File: config.mk
export PLATFORM = sky130hd
export DESIGN_NAME = compensation_weight_extractor
export DESIGN_NICKNAME = d
export VERILOG_FILES = /design/src/rtl/compensation_weight_extractor_pkg.sv /design/src/rtl/compensation_weight_extractor_outlier_detector.sv /design/src/rtl/compensation_weight_extractor.sv
export SDC_FILE = /design/constraint.sdc
export NUM_CORES = 1
export LEC_CHECK = 0
export ABC_CLOCK_PERIOD_IN_PS = 5700
export BUFFER_PORTS_ARGS = -buffer_cell sky130_fd_sc_hd__buf_2
export CAP_MARGIN = 20
export CELL_PAD_IN_SITES_DETAIL_PLACEMENT = 0
export CELL_PAD_IN_SITES_GLOBAL_PLACEMENT = 1
export CORE_MARGIN = 2
export CORE_UTILIZATION = 40
export CTS_BUF_LIST = sky130_fd_sc_hd__clkbuf_4 sky130_fd_sc_hd__clkbuf_8
export DETAILED_ROUTE_END_ITERATION = 10
export PLACE_DENSITY = 0.79
export SLEW_MARGIN = 20
export SYNTH_ARGS = -nofsm -noshare
export SYNTH_HDL_FRONTEND = slang
export SYNTH_SLANG_ARGS = --single-unit
File: constraint.sdc
create_clock -name clk -period 5.7 [get_ports clk]
set_input_delay 1.14 -clock clk [delete_from_list [all_inputs] [get_ports clk]]
set_output_delay 1.14 -clock clk [all_outputs]
set_load 0.005 [all_outputs]
File: src/rtl/compensation_weight_extractor_pkg.sv
// Shared constants and types for the compensation weight extractor.
// The array is fixed at 8x8 so that a row index fits the 3-bit code.
package compensation_weight_extractor_pkg;

  localparam int SIZE        = 8;
  localparam int MAX_PER_COL = 3;

  localparam int CODE_W = 3;  // compensation code (row index) width
  localparam int ROW_W  = 3;  // row counter width
  localparam int COL_W  = 3;  // column counter width
  localparam int CNT_W  = 2;  // per-column entry counter width (0..MAX_PER_COL)

  localparam logic [CODE_W-1:0] PAD_CODE = 3'b000;

  localparam logic [ROW_W-1:0] LAST_ROW = ROW_W'(SIZE - 1);
  localparam logic [COL_W-1:0] LAST_COL = COL_W'(SIZE - 1);
  localparam logic [CNT_W-1:0] MAX_CNT  = CNT_W'(MAX_PER_COL);
  localparam logic [CNT_W-1:0] LAST_PAD = CNT_W'(MAX_PER_COL - 1);

  typedef enum logic [1:0] {
    IDLE  = 2'd0,
    SCAN  = 2'd1,
    FLUSH = 2'd2,
    DONE  = 2'd3
  } state_e;

endpackage

File: src/rtl/compensation_weight_extractor_outlier_detector.sv
// Combinational outlier test: |weight| > threshold.
// The magnitude is one bit wider than the weight so the most negative
// value (-128 for 8 bits) yields +128 instead of wrapping.
module outlier_detector #(
  parameter int WEIGHT_WIDTH = 8,
  parameter int OUTLIER_TH   = 63
) (
  input  logic signed [WEIGHT_WIDTH-1:0] i_weight,
  output logic                           o_is_outlier
);

  localparam logic [WEIGHT_WIDTH:0] TH = (WEIGHT_WIDTH + 1)'(OUTLIER_TH);

  logic [WEIGHT_WIDTH:0] w_ext;
  logic [WEIGHT_WIDTH:0] w_abs;

  assign w_ext        = {i_weight[WEIGHT_WIDTH-1], i_weight};
  assign w_abs        = w_ext[WEIGHT_WIDTH] ? -w_ext : w_ext;
  assign o_is_outlier = (w_abs > TH);

endmodule

File: src/rtl/compensation_weight_extractor.sv
// Scans a weight tile column by column and emits the row index of every
// outlier weight (up to MAX_PER_COL per column) for the compensation memory.
// At the end of each column the memory write index is realigned to a
// MAX_PER_COL-slot boundary: clean columns get PAD_CODE entries, partially
// filled columns get a change_col pulse, full columns need nothing.
module compensation_weight_extractor
  import compensation_weight_extractor_pkg::*;
#(
  parameter int WEIGHT_WIDTH = 8,
  parameter int OUTLIER_TH   = 63
) (
  input  logic                           clk,
  input  logic                           rst,
  input  logic                           start,
  input  logic signed [WEIGHT_WIDTH-1:0] weight_in,
  input  logic                           weight_valid,
  output logic                           weight_ready,
  output logic [CODE_W-1:0]              Compensation_Weight,
  output logic                           Compensation_out_valid,
  output logic                           change_col,
  output logic                           load_mem_done,
  output logic                           overflow,
  output logic                           busy
);

  state_e              r_state;
  state_e              w_next_state;

  logic [ROW_W-1:0]    r_row;
  logic [COL_W-1:0]    r_col;
  logic [CNT_W-1:0]    r_cnt;
  logic [CNT_W-1:0]    r_pad_phase;

  logic                r_comp_valid;
  logic [CODE_W-1:0]   r_comp_weight;
  logic                r_change_col;
  logic                r_load_mem_done;
  logic                r_overflow;

  logic                w_ready;
  logic                w_busy;
  logic                w_xfer;
  logic                w_is_outlier;
  logic                w_start_ok;
  logic                w_flush_last;

  outlier_detector #(
    .WEIGHT_WIDTH (WEIGHT_WIDTH),
    .OUTLIER_TH   (OUTLIER_TH)
  ) u_outlier_detector (
    .i_weight     (weight_in),
    .o_is_outlier (w_is_outlier)
  );

  assign w_xfer     = weight_valid && w_ready;
  assign w_start_ok = start && ((r_state == IDLE) || (r_state == DONE));

  // A clean column spends one cycle per pad slot in FLUSH; any other
  // column leaves FLUSH after a single cycle.
  assign w_flush_last = (r_cnt != '0) || (r_pad_phase == LAST_PAD);

  // State register.
  always_ff @(posedge clk) begin
    // NOTE: sequential state always uses non-blocking assignments so every
    // flop samples the pre-edge values regardless of statement order.
    if (rst) begin
      r_state <= IDLE;
    end else begin
      r_state <= w_next_state;
    end
  end

  // Next-state logic.
  always_comb begin
    // NOTE: default assignment first so no path through the case leaves the
    // signal unassigned (which would infer a latch).
    w_next_state = r_state;
    case (r_state)
      IDLE:    if (start) w_next_state = SCAN;
      SCAN:    if (w_xfer && (r_row == LAST_ROW)) w_next_state = FLUSH;
      FLUSH:   if (w_flush_last) w_next_state = (r_col == LAST_COL) ? DONE : SCAN;
      DONE:    if (start) w_next_state = SCAN;
      default: w_next_state = IDLE;
    endcase
  end

  // State-decoded outputs.
  always_comb begin
    w_ready = 1'b0;
    w_busy  = 1'b0;
    case (r_state)
      SCAN: begin
        w_ready = 1'b1;
        w_busy  = 1'b1;
      end
      FLUSH:   w_busy = 1'b1;
      default: ;
    endcase
  end

  // Counters and registered entry / control outputs.
  always_ff @(posedge clk) begin
    // NOTE: every register here is reset so the outputs are defined from the
    // first cycle after reset and a reset mid-scan leaves nothing pending.
    if (rst) begin
      r_row           <= '0;
      r_col           <= '0;
      r_cnt           <= '0;
      r_pad_phase     <= '0;
      r_comp_valid    <= 1'b0;
      r_comp_weight   <= '0;
      r_change_col    <= 1'b0;
      r_load_mem_done <= 1'b0;
      r_overflow      <= 1'b0;
    end else begin
      r_comp_valid <= 1'b0;
      r_change_col <= 1'b0;

      if (w_start_ok) begin
        r_row           <= '0;
        r_col           <= '0;
        r_cnt           <= '0;
        r_pad_phase     <= '0;
        r_load_mem_done <= 1'b0;
        r_overflow      <= 1'b0;
      end else begin
        case (r_state)
          SCAN: begin
            if (w_xfer) begin
              if (w_is_outlier) begin
                if (r_cnt < MAX_CNT) begin
                  r_comp_valid  <= 1'b1;
                  r_comp_weight <= r_row;
                  r_cnt         <= r_cnt + 1'b1;
                end else begin
                  r_overflow <= 1'b1;
                end
              end
              r_row <= (r_row == LAST_ROW) ? '0 : r_row + 1'b1;
            end
          end

          FLUSH: begin
            if (r_cnt == '0) begin
              r_comp_valid  <= 1'b1;
              r_comp_weight <= PAD_CODE;
              r_pad_phase   <= r_pad_phase + 1'b1;
            end else if (r_cnt < MAX_CNT) begin
              r_change_col <= 1'b1;
            end
            if (w_flush_last) begin
              r_pad_phase <= '0;
              r_cnt       <= '0;
              r_col       <= r_col + 1'b1;
            end
          end

          DONE:    r_load_mem_done <= 1'b1;
          default: ;
        endcase
      end
    end
  end

  assign weight_ready           = w_ready;
  assign busy                   = w_busy;
  assign Compensation_Weight    = r_comp_weight;
  assign Compensation_out_valid = r_comp_valid;
  assign change_col             = r_change_col;
  assign load_mem_done          = r_load_mem_done;
  assign overflow               = r_overflow;

endmodule

Yosys cells after proc, flatten, opt, wreduce, memory -nomap -nowiden
Cells that the tools add are included.
{"block": "totals", "ramBits": 0, "in_bits": 12, "output_inout_bits": 9, "romBits": 0, "memories": 0, "regBits": 19, "latchBits": 0}
{"block": "classes", "magnitude_cmp": 2, "n_div": 0, "bitwise_logic": 3, "muxes": 26, "reduce_logical": 21, "multipliers": 0, "add_sub_neg": 5, "shifts": 0, "eq_ne": 13}
{"cell": "$mux 2", "n": 10}
{"cell": "$mux 3", "n": 5}
{"cell": "$ne 2x2->1 const B", "n": 5}
{"cell": "$gt 9x6->1 const B", "n": 1}
{"cell": "$mux 9", "n": 1}
{"cell": "$neg 9->9", "n": 1}
{"cell": "$add 3x1->3 const B", "n": 2}
{"cell": "$eq 2x2->1 const B", "n": 3}
{"cell": "$eq 3x3->1 const B", "n": 2}
{"cell": "$mux 1", "n": 6}
{"cell": "$pmux 2 s3", "n": 1}
{"cell": "$pmux 3 s2", "n": 1}
{"cell": "$reduce_and 2->1", "n": 3}
{"cell": "$reduce_and 6->1", "n": 1}
{"cell": "$reduce_bool 2->1", "n": 3}
{"cell": "$reduce_or 2->1", "n": 3}
{"cell": "$reduce_and 5->1", "n": 1}
{"cell": "$add 2x1->2 const B", "n": 2}
{"cell": "$logic_not 2->1", "n": 2}
{"cell": "$ne 2x1->1 const B", "n": 2}
{"cell": "$pmux 2 s2", "n": 1}
{"cell": "$reduce_and 4->1", "n": 1}
{"cell": "$reduce_or 4->1", "n": 1}
{"cell": "$logic_and 1x1->1", "n": 3}
{"cell": "6 further kinds", "n": 9}

Depth between registers and ports, before layout
Gate-level depths: netlist (run 1).
{"block": "logic_depth", "ltp_word": 6, "ltp_mapped": 7, "mapped_depth_nobuf": 7}

By module
Synthesis (run 1) repeated with hierarchy kept, for this count alone.
{"block": "unflattened", "cells_unflattened": 118, "hier_area_um2": 1014.7}
{"mod": "compensation_weight_extractor", "area_per_inst_um2": 944.7, "n_inst": 1, "cells_each": 108, "seq_area_each_um2": 380.4}
{"mod": "outlier_detector", "area_per_inst_um2": 70.1, "n_inst": 1, "cells_each": 10, "seq_area_each_um2": 0.0}

Least setup slack after synthesis (run 1)
OpenSTA, ideal clock, no wires.
{"block": "synth_path", "path_type": "input to register", "startpoint": "input port weight_in[0]", "endpoint": "register r_comp_weight[2], in the netlist Compensation_Weight[2]", "stages": 7, "setup_slack_ns": 2.520, "arrival_time_ns": 3.062, "cell_sequence": "inv_1 > ha_1 > or4b_4 > o211a_1 > or4_4 > a221o_1 > a32o_1"}
{"block": "synth_via", "elab_chain_len": 5}
{"item": "start: declaration", "line": "compensation_weight_extractor.sv:15", "source": "input logic signed [WEIGHT_WIDTH-1:0] weight_in,"}
{"item": "$neg 9->9", "line": "compensation_weight_extractor_outlier_detector.sv:18", "source": "assign w_abs = w_ext[WEIGHT_WIDTH] ? -w_ext : w_ext;"}
{"item": "$mux 9 *", "line": "compensation_weight_extractor_outlier_detector.sv:18"}
{"item": "$gt 9x6->1 *", "line": "compensation_weight_extractor_outlier_detector.sv:19", "source": "assign o_is_outlier = (w_abs > TH);"}
{"item": "$ne 2x1->1 (no source line) *"}
{"item": "$reduce_and 6->1 (no source line) *"}
{"item": "end signal: assignment", "line": "compensation_weight_extractor.sv:133", "source": "r_comp_weight <= r_row;"}
{"item": "end: declaration", "line": "compensation_weight_extractor.sv:35", "source": "logic [CODE_W-1:0] r_comp_weight;"}
Mark *: on every way between the ends. The rest lies on a longest branch, timed or not.
A chain may end at the register's enable or synchronous reset.

Final worst setup path (run 1)
Same ends and word-level chain as after synthesis.

==> impl_metrics.csv, run 1 <==
group,metric,value,unit
run_status,outcome,"finished clean",
worst_setup_path,critical_path_required,5.89,ns
timing,setup_viol,0,
worst_setup_path,r2r_cells,5,
grt,grt_usage,0.157,
floorplan,die_h,53.1,um
synth,synthTopCellsByArea,"dfxtp_1 (39%), ha_1 (16%), nor2_1 (5.8%), inv_1 (4.3%), mux2i_1 (4.2%)",
timing,slew_headroom,0.579,
pwr,power.density,321,mW/mm^2
clock_tree,cts_max_level,1,
floorplan,dieArea,0.00282,sq mm
worst_setup_path,path_class,"primary input to flip-flop",
timing,rsz0062_at_grt,"false",
route,drc,0,
placed_design,port_buffers,20,
route,wirelength,1970,um
finish,fillers,245,
pwr,ir_drop,196,uV
grt,grt_remaining_overflow,0,
pwr,leakagePower,0.000542,uW
finish,drive_above_1_share,0.198,
pwr,finalPower,362,uW
finish,area_growth,16.7,%
clock_tree,cts_tree,"yes",
floorplan,die_w,53.1,um
route,detail_route.wl_per_cell,12.4,um
synth,synthFlopType,"dfxtp_1",
floorplan,core,0.00225,sq mm
synth,ys_async_sr_fraction,0,
timing,maxSlewViolCount,0,
worst_hold_path,hold_class,"flip-flop to flip-flop",
synth,synth_top_area_frac,0.394,
synth,synthesis.nets,132,
grt,grt_max_degree,15,
synth,synthCells,108,
finish,seq_area,380,sq um
clock_tree,cts-resized-gates,0,
clock_tree,clkSinkCount,19,
synth,syn_avg_cell_area,8.93,sq um
worst_setup_path,cp_max_fo,4,
synth,synth.most_common_cell,"dfxtp_1",
floorplan,rows,17,
route,viasPerCell,5.31,
synth,synth-seq-cells,19,
route,drt_first_pass_iters,4,
placed_design,hpwl,1490,um
route,postRouteAntennaNets,0,
synth,yosys-top-cells-count,"dfxtp_1 (19), nor2_1 (15), ha_1 (12), inv_1 (11)",
synth,yosysTopAreaCell,"dfxtp_1",
finish,antennaDiodeCount,0,
timing,post-route-min-period,3.06,ns
clock_tree,ctsHoldBuffers,0,
timing,tns,0,ns
route,drt_iter0_markers,10,
timing,finalCritPeriodShare,0.537,
synth,syn_area,965,sq um
synth,yosys_warnings,0,
clock_tree,cts-root-buf,"clkbuf_4",
worst_hold_path,holdPathStages,2,
synth,synth_edf_count,0,
route,vias,845,
worst_setup_path,cp-start-kind,"primary input",
timing,worst_slew_pin_slew,0.626,ns
clock_tree,clkLatencyLatePin,0.29,ns
synth,ys_seq_area_frac,0.394,
clock_tree,cts_buffers,3,
clock_tree,cts_setup_buffers,0,
job,maxCapViolCount,0,
grt,grt_pass1_wl,3180,um
grt,antenna_found_initial,0,
placed_design,gp_congestion,0.754,
timing,skew,0.00599,ns
floorplan,initial_utilization,0.428,
floorplan,num_io_pins,21,
finish,nNetsFinal,156,
timing,fin_ws,2.64,ns
grt,grt_pass1_vias,762,
worst_setup_path,cp.arrival,3.25,ns
finish,multiInputGateArea,539,sq um
worst_setup_path,cp-end-kind,"flip-flop",
clock_tree,clk_path_buf_depth,2,
timing,finalHoldViolCount,0,
clock_tree,clkTransAtPathRegs,0.10,ns
synth,ys_types,26,
placed_design,dp_worst_setup_slack,2.34,ns
timing,fmax,327,MHz
critical path: stages:
cell and delay (ns):
buf_2 0.10, inv_1 0.05, ha_1 0.12, or4b_4 0.45, o211a_1 0.24, or4_4 0.54, a221o_1 0.38, a32o_1 0.22
report_power, final:
part | leakage, uW | internal (uW) | switching [uW]
Sequential | 0.000154 | 144 | 11.1
Combinational | 0.000370 | 52.2 | 83.2
Clock | 0.0000184 | 32.0 | 39.4
area by class of cell:
| cell class | instances | area share |
|---|---|---|
| timing repair buffer | 20 | 0.0889 |
| clock buffer | 4 | 0.0267 |
| multi-input combinational | 77 | 0.479 |
| sequential | 19 | 0.338 |
| tap | 28 | 0.0311 |
| inverter | 11 | 0.0367 |
through the flow:
| stage | instances | utilization | hold WS [ns] | area, sq um |
|---|---|---|---|---|
| final | 159 | 0.499 | 0.473 | 1130 |
| after global placement | 155 | 0.486 | 0.448 | 1100 |
| after floorplan | 108 | - | 0.453 | 965 |
| after global routing | 159 | 0.499 | 0.511 | 1130 |
| after CTS | 159 | 0.499 | 0.481 | 1130 |
| after detailed placement | 155 | 0.486 | 0.456 | 1100 |
logic make-up after synthesis:
kind of cell,synth area share
xor gates and xnor gates,0.00908
AOI/OAI and AO/OA,0.160
muxes,0.0415
and+or+nand+nor,0.193
buffers and inverters,0.0467
adders and majority gates,0.156
DFF,0.394
path summary, 6_finish.rpt:
| path | startpoint | to | slack (ns) |
|---|---|---|---|
| setup / recovery | weight_in[0] | Compensation_Weight[2] | 2.64 |
| hold / removal | load_mem_done | load_mem_done | 0.47 |
| setup reg to reg | r_state[0] | Compensation_Weight[2] | 3.56 |
| hold reg to reg | load_mem_done | load_mem_done | 0.47 |
flip-flops by register name, indices dropped and copies added (netlist names):
name,cells
Compensation_Weight,3
Compensation_out_valid,1
change_col,1
load_mem_done,1
overflow,1
r_cnt,2
r_col,3
r_pad_phase,2
r_row,3
r_state,2
metal layers:
layer,GRT usage,vias up,share of wire
li1,-,428,-
met1,0.180,396,0.49
met2,0.279,19,0.45
met3,0.0593,2,0.052
met4,0.0256,0,0.0071
met5,0,-,0
cell usage in the layout (no fill, tap or decap):
master	Yosys	layout
a211oi_1	3	3
a21o_1	1	1
a21oi_1	7	7
a221o_1	1	1
a221oi_1	1	1
a32o_1	3	3
buf_2	0	20
clkbuf_4	0	4
dfxtp_1	19	19
ha_1	12	12
inv_1	11	11
mux2i_1	4	4
nand2_1	7	7
nand2b_1	1	1
nand3_1	3	3
nor2_1	15	15
nor2b_1	3	3
nor3_1	4	4
nor4_1	2	2
o211a_1	1	1
o211ai_1	1	1
o21ai_0	3	3
o31ai_1	1	1
or3_1	1	1
or4_4	1	1
or4b_4	1	1
xor2_1	1	1
Power figures use the tool's default switching activity.
==> run 2, diff against run 1 <==
Settings changed: ABC_AREA from default to 1, ABC_CLOCK_PERIOD_IN_PS 5700 to 3000, CORE_UTILIZATION 40 to 39.
Clock period 5.7 ns to 3 ns, I/O delays scaled along.
==> run 2 against run 1 <==
Effect of this change:
- wire length decreased by 4.2%
- combinational power increased to 3.2 times the previous value
- total power increased to 2.5 times the previous value
- die area increased by 7.1%
- clock skew decreased by 0.0026 ns
- critical path type is now flip-flop to primary output
- critical endpoint is now busy
- largest cell class unchanged
- highest routed layer unchanged
==> impl_metrics.csv, run 2 <==
group,metric,value,unit
worst_setup_path,cp-end-kind,"primary output",
timing,skew,0.00337,ns
timing,rsz0062_at_grt,"false",
placed_design,port_buffers,20,
worst_setup_path,path_class,"flip-flop to primary output",
route,vias,891,
grt,grt_max_degree,11,
finish,fillers,273,
floorplan,die_h,55.0,um
route,viasPerCell,4.59,
finish,drive_above_1_share,0.195,
timing,fmax,518,MHz
clock_tree,cts_tree,"yes",
floorplan,dieArea,0.00302,sq mm
synth,synthAdderAreaFrac,0.148,
synth,synthCells,140,
pwr,p_clk_frac,0.157,
synth,synth-simple-area-share,0.280,
timing,maxSlewViolCount,0,
synth,synth-seq-cells,19,
synth,yosys_warnings,0,
placed_design,gp_congestion,0.738,
route,detail_route.wl_per_cell,9.73,um
synth,ys_async_sr_fraction,0,
timing,slew_headroom,0.745,
timing,finalCritPeriodShare,0.643,
pwr,leakagePower,0.000609,uW
timing,worst_slew_pin_slew,0.381,ns
synth,synth_top_family_by_area,"simple AND/OR/NAND/NOR gates",
synth,yosysTopAreaCell,"dfxtp_1",
synth,ys_types,19,
floorplan,num_io_pins,21,
worst_setup_path,critical_path_required,2.40,ns
clock_tree,ctsHoldBuffers,0,
job,maxCapViolCount,0,
synth,syn_avg_cell_area,7.24,sq um
synth,synthXorXnorAreaFrac,0,
route,wirelength,1890,um
timing,fin_ws,1.07,ns
pwr,power.density,768,mW/mm^2
pwr,switching_share,0.423,
pwr,combinationalPowerShare,0.481,
pwr,p_switching,384,uW
finish,final_common_cell,"nand2_1",
finish,nNetsFinal,189,
synth,syn_area,0.00101,sq mm
finish,fin_area,0.00118,sq mm
placed_design,hpwl,1510,um
worst_setup_path,cp_max_fo,4,
grt,antenna_found_initial,0,
grt,grt_pass1_wl,3280,um
synth,synth.most_common_cell,"nand2_1",
clock_tree,clk_path_buf_depth,2,
timing,tns,0,ns
grt,grt_remaining_overflow,0,
timing,post-route-min-period,1.93,ns
synth,ys_seq_area_frac,0.375,
grt,grt_usage,0.153,
placed_design,dp_worst_setup_slack,1.18,ns
grt,grt_pass1_vias,769,
clock_tree,cts_setup_buffers,0,
synth,synthTopCellsByArea,"dfxtp_1 (38%), ha_1 (15%), nand2_1 (12%), nor2_1 (8.5%), inv_1 (6.7%)",
floorplan,initial_utilization,0.409,
route,drt_iter0_markers,18,
pwr,seq_power_share,0.362,
synth,yosys-top-cells-count,"nand2_1 (33), nor2_1 (23), dfxtp_1 (19), inv_1 (18)",
route,postRouteAntennaNets,0,
clock_tree,cts-root-buf,"clkbuf_4",
placed_design,postPlaceCellArea,0.00115,sq mm
route,drc,0,
clock_tree,clkSinkCount,19,
synth,muxShareOfSynthArea,0,
pwr,power.internal,523,uW
synth,synth_edf_count,0,
finish,layout_common_cells,"nand2_1 (33), nor2_1 (23), buf_2 (20)",
pwr,ir_drop,353,uV
synth,synth_compound_area_frac,0.119,
floorplan,rows,18,
run_status,outcome,"finished clean",
floorplan,core,0.00248,sq mm
finish,area_growth,16.5,%
clock_tree,clkLatencyLatePin,0.30,ns
finish,antennaDiodeCount,0,
timing,setup_viol,0,
route,drt_first_pass_iters,4,
worst_setup_path,cp-start-kind,"flip-flop",
clock_tree,clkTransAtPathRegs,0.11,ns
floorplan,die_w,55.0,um
clock_tree,cts-resized-gates,0,
synth,synthFlopType,"dfxtp_1",
clock_tree,cts_buffers,3,
worst_hold_path,hold_class,"flip-flop to flip-flop",
synth,synthesis.nets,164,
timing,finalHoldViolCount,0,
clock_tree,cts_max_level,1,
synth,synth_top_area_frac,0.375,
worst_setup_path,cp.arrival,1.33,ns
[run 2: changes by cell type after synthesis, sizes merged, moves of 4 or more]
cell and delta:
inv +10, mux2i -4, nand2 +28, a21oi +5
nor2 +9
[run 2: worst max-delay path: stages (launching register included)]
cell and delay, ns:
dfxtp_1 0.41, inv_1 0.08, ha_1 0.34, inv_1 0.09, buf_2 0.11
[run 2: path summary, 6_finish.rpt]
path,slack [ns],depth (start not counted),startpoint,end
worst max-delay path,1.07,4,r_state[0],busy
worst max register to register,1.37,8,r_state[0],Compensation_Weight[2]
worst min register to register,0.48,2,r_col[0],r_col[0]
worst min-delay path,0.48,2,r_col[0],r_col[0]
[run 2: area by class of cell]
class / count / area [sq um] / area share
inverters: 21 / 78.8 / 0.0667
clock buffers: 4 / 30.0 / 0.0254
well taps: 30 / 37.5 / 0.0318
repair buffers: 20 / 100 / 0.0847
multi-input cells: 100 / 554 / 0.469
flip-flops and latches: 19 / 380 / 0.322
[run 2: routing by layer]
metal	vias up	track usage	part of all wire
met3	2	0.0323	0.043
met2	17	0.232	0.45
met4	0	0.0813	0.0079
met1	382	0.203	0.50
li1	490	-	-
met5	-	0	0
[run 2: power by group through the flow]
stage	combinational [uW]	clock [uW]	sequential [uW]
global placement	440	0	334
floorplan	328	0	331
finish	437	142	328
detailed placement	441	0	336
CTS	442	147	330
global route	510	154	339
[run 2: logic make-up (layout without fill, tap and decap cells)]
group,count (synthesis),count (layout)
flops,19,19
fa+ha+maj,12,12
compound gates,21,21
simple gates,67,67
buf+inv,21,45
[run 2: metrics by stage]
| stage | std cells | total power, uW | hold slack [ns] | util |
|---|---|---|---|---|
| after floorplan | 140 | 659 | 0.443 | - |
| after global placement | 190 | 774 | 0.456 | 0.465 |
| after detailed placement | 190 | 777 | 0.459 | 0.465 |
| after CTS | 194 | 919 | 0.478 | 0.477 |
| after global routing | 194 | 1000 | 0.504 | 0.477 |
| final | 194 | 907 | 0.475 | 0.477 |
